<file path="src/rtl/seg_sequencer.sv">
// rtl/seg_sequencer.sv - phase sequencer for the segmented CPU datapath
//
// Drives one enable strobe per segment (IF, ID, EX, MEM, WB). Each
// instruction class runs only the phases it needs. Also handshakes with
// instruction/data memory and owns the register-file and PC write strobes.
//
// Optional feature: define SEQ_PERF_CNT_EN to build the cycle/retire
// performance counters; otherwise cycle_cnt/retire_cnt are tied to 0.
//
// Ports:
//   clk                      system clock, rising edge
//   rst                      asynchronous active-low reset
//   is_load .. is_halt       class flags for the instruction in ID
//   imem_ready, dmem_ready   memory access complete
//   if_en .. wb_en           segment enables (one-hot, none in HALT)
//   imem_req, dmem_req       memory requests (mirror if_en / mem_en)
//   wb_write, pc_write       register-file and PC update strobes
//   mem_err                  one-cycle pulse on memory timeout
//   halted                   high in HALT
//   phase                    state code IF=0 ID=1 EX=2 MEM=3 WB=4 HALT=5
//   cycle_cnt, retire_cnt    performance counters

`timescale 1ns/1ps

module seg_sequencer #(
  parameter int unsigned MEM_TIMEOUT = 15
) (
  input  logic        clk,
  input  logic        rst,
  input  logic        is_load,
  input  logic        is_store,
  input  logic        is_alur,
  input  logic        is_aluimm,
  input  logic        is_branch,
  input  logic        is_jump,
  input  logic        is_halt,
  input  logic        imem_ready,
  input  logic        dmem_ready,
  output logic        if_en,
  output logic        id_en,
  output logic        ex_en,
  output logic        mem_en,
  output logic        wb_en,
  output logic        imem_req,
  output logic        dmem_req,
  output logic        wb_write,
  output logic        pc_write,
  output logic        mem_err,
  output logic        halted,
  output logic [2:0]  phase,
  output logic [31:0] cycle_cnt,
  output logic [31:0] retire_cnt
);

  typedef enum logic [2:0] {
    S_IF   = 3'd0,
    S_ID   = 3'd1,
    S_EX   = 3'd2,
    S_MEM  = 3'd3,
    S_WB   = 3'd4,
    S_HALT = 3'd5
  } state_t;

  // alur and aluimm share a path, as do branch and jump.
  typedef enum logic [2:0] {
    C_NONE  = 3'd0,
    C_BRJ   = 3'd1,
    C_LOAD  = 3'd2,
    C_STORE = 3'd3,
    C_ALU   = 3'd4,
    C_HALT  = 3'd5
  } class_t;

  localparam logic [7:0] LIMIT = 8'(MEM_TIMEOUT);

  state_t     state, state_nxt;
  class_t     cls, cls_dec;
  logic [7:0] wait_cnt, wait_nxt;
  logic       waiting, timeout;

  always_comb begin
    cls_dec = C_NONE;
    if (is_halt)                  cls_dec = C_HALT;
    else if (is_branch || is_jump) cls_dec = C_BRJ;
    else if (is_load)             cls_dec = C_LOAD;
    else if (is_store)            cls_dec = C_STORE;
    else if (is_alur || is_aluimm) cls_dec = C_ALU;
  end

  // The wait counter holds the number of ready-low cycles already spent in
  // the current IF/MEM visit; ready in the limit cycle still wins.
  assign waiting = ((state == S_IF) && !imem_ready) || ((state == S_MEM) && !dmem_ready);
  assign timeout = waiting && (wait_cnt == LIMIT);

  always_comb begin
    state_nxt = state;
    case (state)
      S_IF: begin
        if (imem_ready) state_nxt = S_ID;
        else if (timeout) state_nxt = S_IF;
      end
      S_ID:  state_nxt = (cls_dec == C_HALT) ? S_HALT : S_EX;
      S_EX: begin
        case (cls)
          C_ALU:            state_nxt = S_WB;
          C_LOAD, C_STORE:  state_nxt = S_MEM;
          default:          state_nxt = S_IF;
        endcase
      end
      S_MEM: begin
        if (dmem_ready) state_nxt = (cls == C_LOAD) ? S_WB : S_IF;
        else if (timeout) state_nxt = S_IF;
      end
      S_WB:    state_nxt = S_IF;
      S_HALT:  state_nxt = S_HALT;
      default: state_nxt = S_IF;
    endcase
  end

  // Every exit from IF/MEM (and every other state) leaves the counter at 0,
  // so each new IF/MEM visit starts counting from zero.
  assign wait_nxt = (waiting && !timeout) ? wait_cnt + 8'd1 : 8'd0;

  always_ff @(posedge clk or negedge rst) begin
    if (!rst) begin
      state    <= S_IF;
      cls      <= C_NONE;
      wait_cnt <= 8'd0;
    end else begin
      state    <= state_nxt;
      wait_cnt <= wait_nxt;
      if (state == S_ID) cls <= cls_dec;
    end
  end

  assign if_en    = (state == S_IF);
  assign id_en    = (state == S_ID);
  assign ex_en    = (state == S_EX);
  assign mem_en   = (state == S_MEM);
  assign wb_en    = (state == S_WB);
  assign imem_req = if_en;
  assign dmem_req = mem_en;
  assign halted   = (state == S_HALT);
  assign phase    = state;
  assign wb_write = (state == S_WB);
  assign mem_err  = timeout;

  // Retire points: EX for branch/jump/none, MEM completion for store, WB
  // for load and ALU. A timed-out store never sees dmem_ready here.
  assign pc_write = ((state == S_EX) && ((cls == C_BRJ) || (cls == C_NONE)))
                 || ((state == S_MEM) && (cls == C_STORE) && dmem_ready)
                 || (state == S_WB);

`ifdef SEQ_PERF_CNT_EN
  logic [31:0] cyc_q, ret_q;

  always_ff @(posedge clk or negedge rst) begin
    if (!rst) begin
      cyc_q <= 32'd0;
      ret_q <= 32'd0;
    end else begin
      if (state != S_HALT) cyc_q <= cyc_q + 32'd1;
      if (pc_write)        ret_q <= ret_q + 32'd1;
    end
  end

  assign cycle_cnt  = cyc_q;
  assign retire_cnt = ret_q;
`else
  assign cycle_cnt  = 32'd0;
  assign retire_cnt = 32'd0;
`endif

endmodule

</file>
<file path="config.mk">
export PLATFORM = sky130hd
export DESIGN_NAME = seg_sequencer
export DESIGN_NICKNAME = d
export VERILOG_FILES = /design/src/rtl/seg_sequencer.sv
export SDC_FILE = /design/constraint.sdc
export NUM_CORES = 1
export LEC_CHECK = 0
export CORE_UTILIZATION = 25
export CTS_CLUSTER_DIAMETER = 120
export DETAILED_ROUTE_END_ITERATION = 16
export GPL_ROUTABILITY_DRIVEN = 0
export HOLD_SLACK_MARGIN = 0.15
export MAX_ROUTING_LAYER = met4
export SYNTH_ARGS = -nofsm -noshare
export SYNTH_HDL_FRONTEND = slang
export SYNTH_SLANG_ARGS = --single-unit
</file>
<file path="constraint.sdc">
create_clock -name clk -period 1.6 [get_ports clk]
set_input_delay 0.32 -clock clk [delete_from_list [all_inputs] [get_ports clk]]
set_output_delay 0.32 -clock clk [all_outputs]
set_load 0.005 [all_outputs]
</file>
==> metrics.md <==
| Metric | Value |
|---|---|
| #FFs+latches synth | 14 |
| Detail Placement HPWL | 1990 um |
| P&R area growth vs syn | 39.8% |
| CTS tree | yes |
| Vias per cell | 3.71 |
| Status | complete, but fails checks |
| Number of enable flip-flop cells after synthesis | 0 |
| Final clock skew | 0.000948 ns |
| Worst hold path type | input port to async pin |
| Worst Setup End Kind | output pin |
| Most common cell after layout, fill and taps aside | conb_1 |
| Via total after detailed routing | 1071 |
| Synth warnings | 0 |
| Fin crit share | 1.07 |
| Req. time, crit path | 1.28 ns |
| GRT overflow | 0 |
| Sequential cell area fraction in the yosys report | 0.266 |
| Ports | 89 |
| Max clock buf depth | 2 |
| Die ar. | 0.00557 mm2 |
| Die height | 74.6 um |
| First-pass GRT wire length | 4020 um |
| Most frequent cells in the layout | conb_1 (64), buf_4 (33), dfrtp_1 (13), buf_6 (13), clkdlybuf4s50_1 (9) |
| Final-report hold violation count | 0 |
| Final setup vio count | 4 |
| Crit Path Category | flop to output pin |
| Antenna Cells | 0 |
| Critical path data arrival time | 1.39 ns |
| Count of cell types in the netlist | 38 |
| 1st-iter DRT viols | 8 |
| Crit Path Max Fanout | 3 |
| Initial Util | 0.258 |
| Syn Inst Count | 155 |
| CTS Buf Count | 3 |
| RSZ-0062 raised after global routing | yes |
| Cts hold-fix bufs | 0 |
| DRT Wirelength | 2640 um |
| Slew Limit Fails | 0 |
| Share of cells above drive strength 1 | 0.352 |
| Power per cell area | 1280 mW/mm2 |
| LEAKAGE | 0.934 nW |
| Core area | 0.00511 mm2 |
| Max frequency | 585 MHz |
| Final nets | 232 |
| Max_cap viols | 0 |
| Worst skew pair latency | 0.25 ns |
| VDD IR-drop max | 0.000541 V |
| Flop-to-flop setup slack | 0.13 ns |
| Setup total negative slack | -0.293 ns |
| Final min period | 1.71 ns |
| Buffers on Ports | 24 |
| Mean Syn Cell Area | 8.51 um2 |
| Violated checks | negative setup slack |
| CP Launch Type | flop |
| Asr flop ratio synth | 1.00 |
| Filler cells | 550 |
| Initial antenna violation count | 0 |
| Tot GR Track Use | 0.0978 |
| Number of core rows | 26 |
| DRC Markers | 0 |
| Drt first pass iters | 4 |
| Setup WS post-layout | -0.109 ns |
| Wire per inst | 9.14 um |
| Reg clk slew, reported paths | 0.06 ns |
| CTS Sinks | 14 |
| Vias in the first global route | 883 |
| Die X | 74.6 um |
| ANT nets after route | 0 |
| Worst slack at placement | -0.515 ns |
| Largest net degree at the start of global routing | 15 |
| Root Driver | clkbuf_8 |
| Most common flop cell mapped by yosys | dfrtp_1 |
| Mapped Area | 0.00132 mm2 |
| H-tree levels | 1 |
==> report_power, final <==
part           internal [mW]  switching [mW]
Clock                  0.218           0.133
Combinational          0.869           0.618
Sequential             0.445          0.0871
Total                   1.53           0.838
==> critical path, cell delays in order, from the launching register on <==
cell and delay [ns]:
dfrtp_1 0.42, buf_6 0.14, nor4b_4 0.26, a21oi_2 0.06, o22ai_2 0.14, buf_2 0.13
==> through the flow <==
step	cells	power, mW	instance area [um2]	hold WS [ns]	util
CTS	286	2.19	1750	0.412	0.342
global placement	271	1.63	1580	0.478	0.310
floorplan	218	1.12	1560	0.0244	-
detailed placement	271	1.65	1580	0.504	0.310
global route	289	2.55	1840	0.415	0.361
finish	289	2.37	1840	0.400	0.361
==> cells in the mapped netlist, types with 3 or more instances <==
cell type	instances	area [um2]
nor3b_1	4	30.0
nand2_1	4	15.0
buf_4	67	503
inv_1	6	22.5
o21ai_0	7	35.0
a21oi_1	5	25.0
dfrtp_1	14	350
nor3_1	4	20.0
nor2_1	5	18.8
or3_1	3	18.8
==> worst paths after layout <==
check                            start     endpoint  cells past startpoint
setup / recovery              phase[2]     pc_write                      5
hold / removal                     rst  wait_cnt[5]                      2
setup reg to reg           wait_cnt[1]     phase[1]                      6
hold reg to reg                 cls[0]     phase[2]                      1
max in group asynchronous          rst     phase[0]                      2
min in group clk            dmem_ready     phase[0]                      2
==> layout make-up <==
cell class,instances,area [um2],share of cell area
sequential,14,352,0.191
inverter,6,25.0,0.0136
timing repair buffer,67,563,0.305
multi-input combinational,128,762,0.413
clock buffer,4,55.1,0.0299
tap,70,87.6,0.0475
==> routing by layer <==
layer	vias to the layer above	track usage	wire length (um)
met2	50	0.167	1380
li1	526	-	-
met1	493	0.116	1100
met4	0	0.0294	14
met3	2	0.0187	151
met5	-	-	0
==> state kept, by name, indices dropped and copies added (netlist names) <==
name      count
phase         3
cls           3
wait_cnt      8
==> repair_timing <==
action                     in CTS  in global routing
setup endpoints to repair      13                 14
gates resized for setup        63                 20
buffers inserted               11                  3
pin swaps                       4                  6
==> cell families (layout without fill, tap and decap cells) <==
family,count (synthesis),count (layout),share of synthesized area
buffers and inverters,76,77,0.409
AND/OR/NAND/NOR,36,36,0.172
AO/OA/AOI/OAI,26,26,0.135
flip-flops,14,14,0.266
adder cells (fa/ha/maj),1,1,0.00949
other,1,64,0.00284
XOR/XNOR,1,1,0.00664
Note: power is estimated with default switching activity, not from simulation.
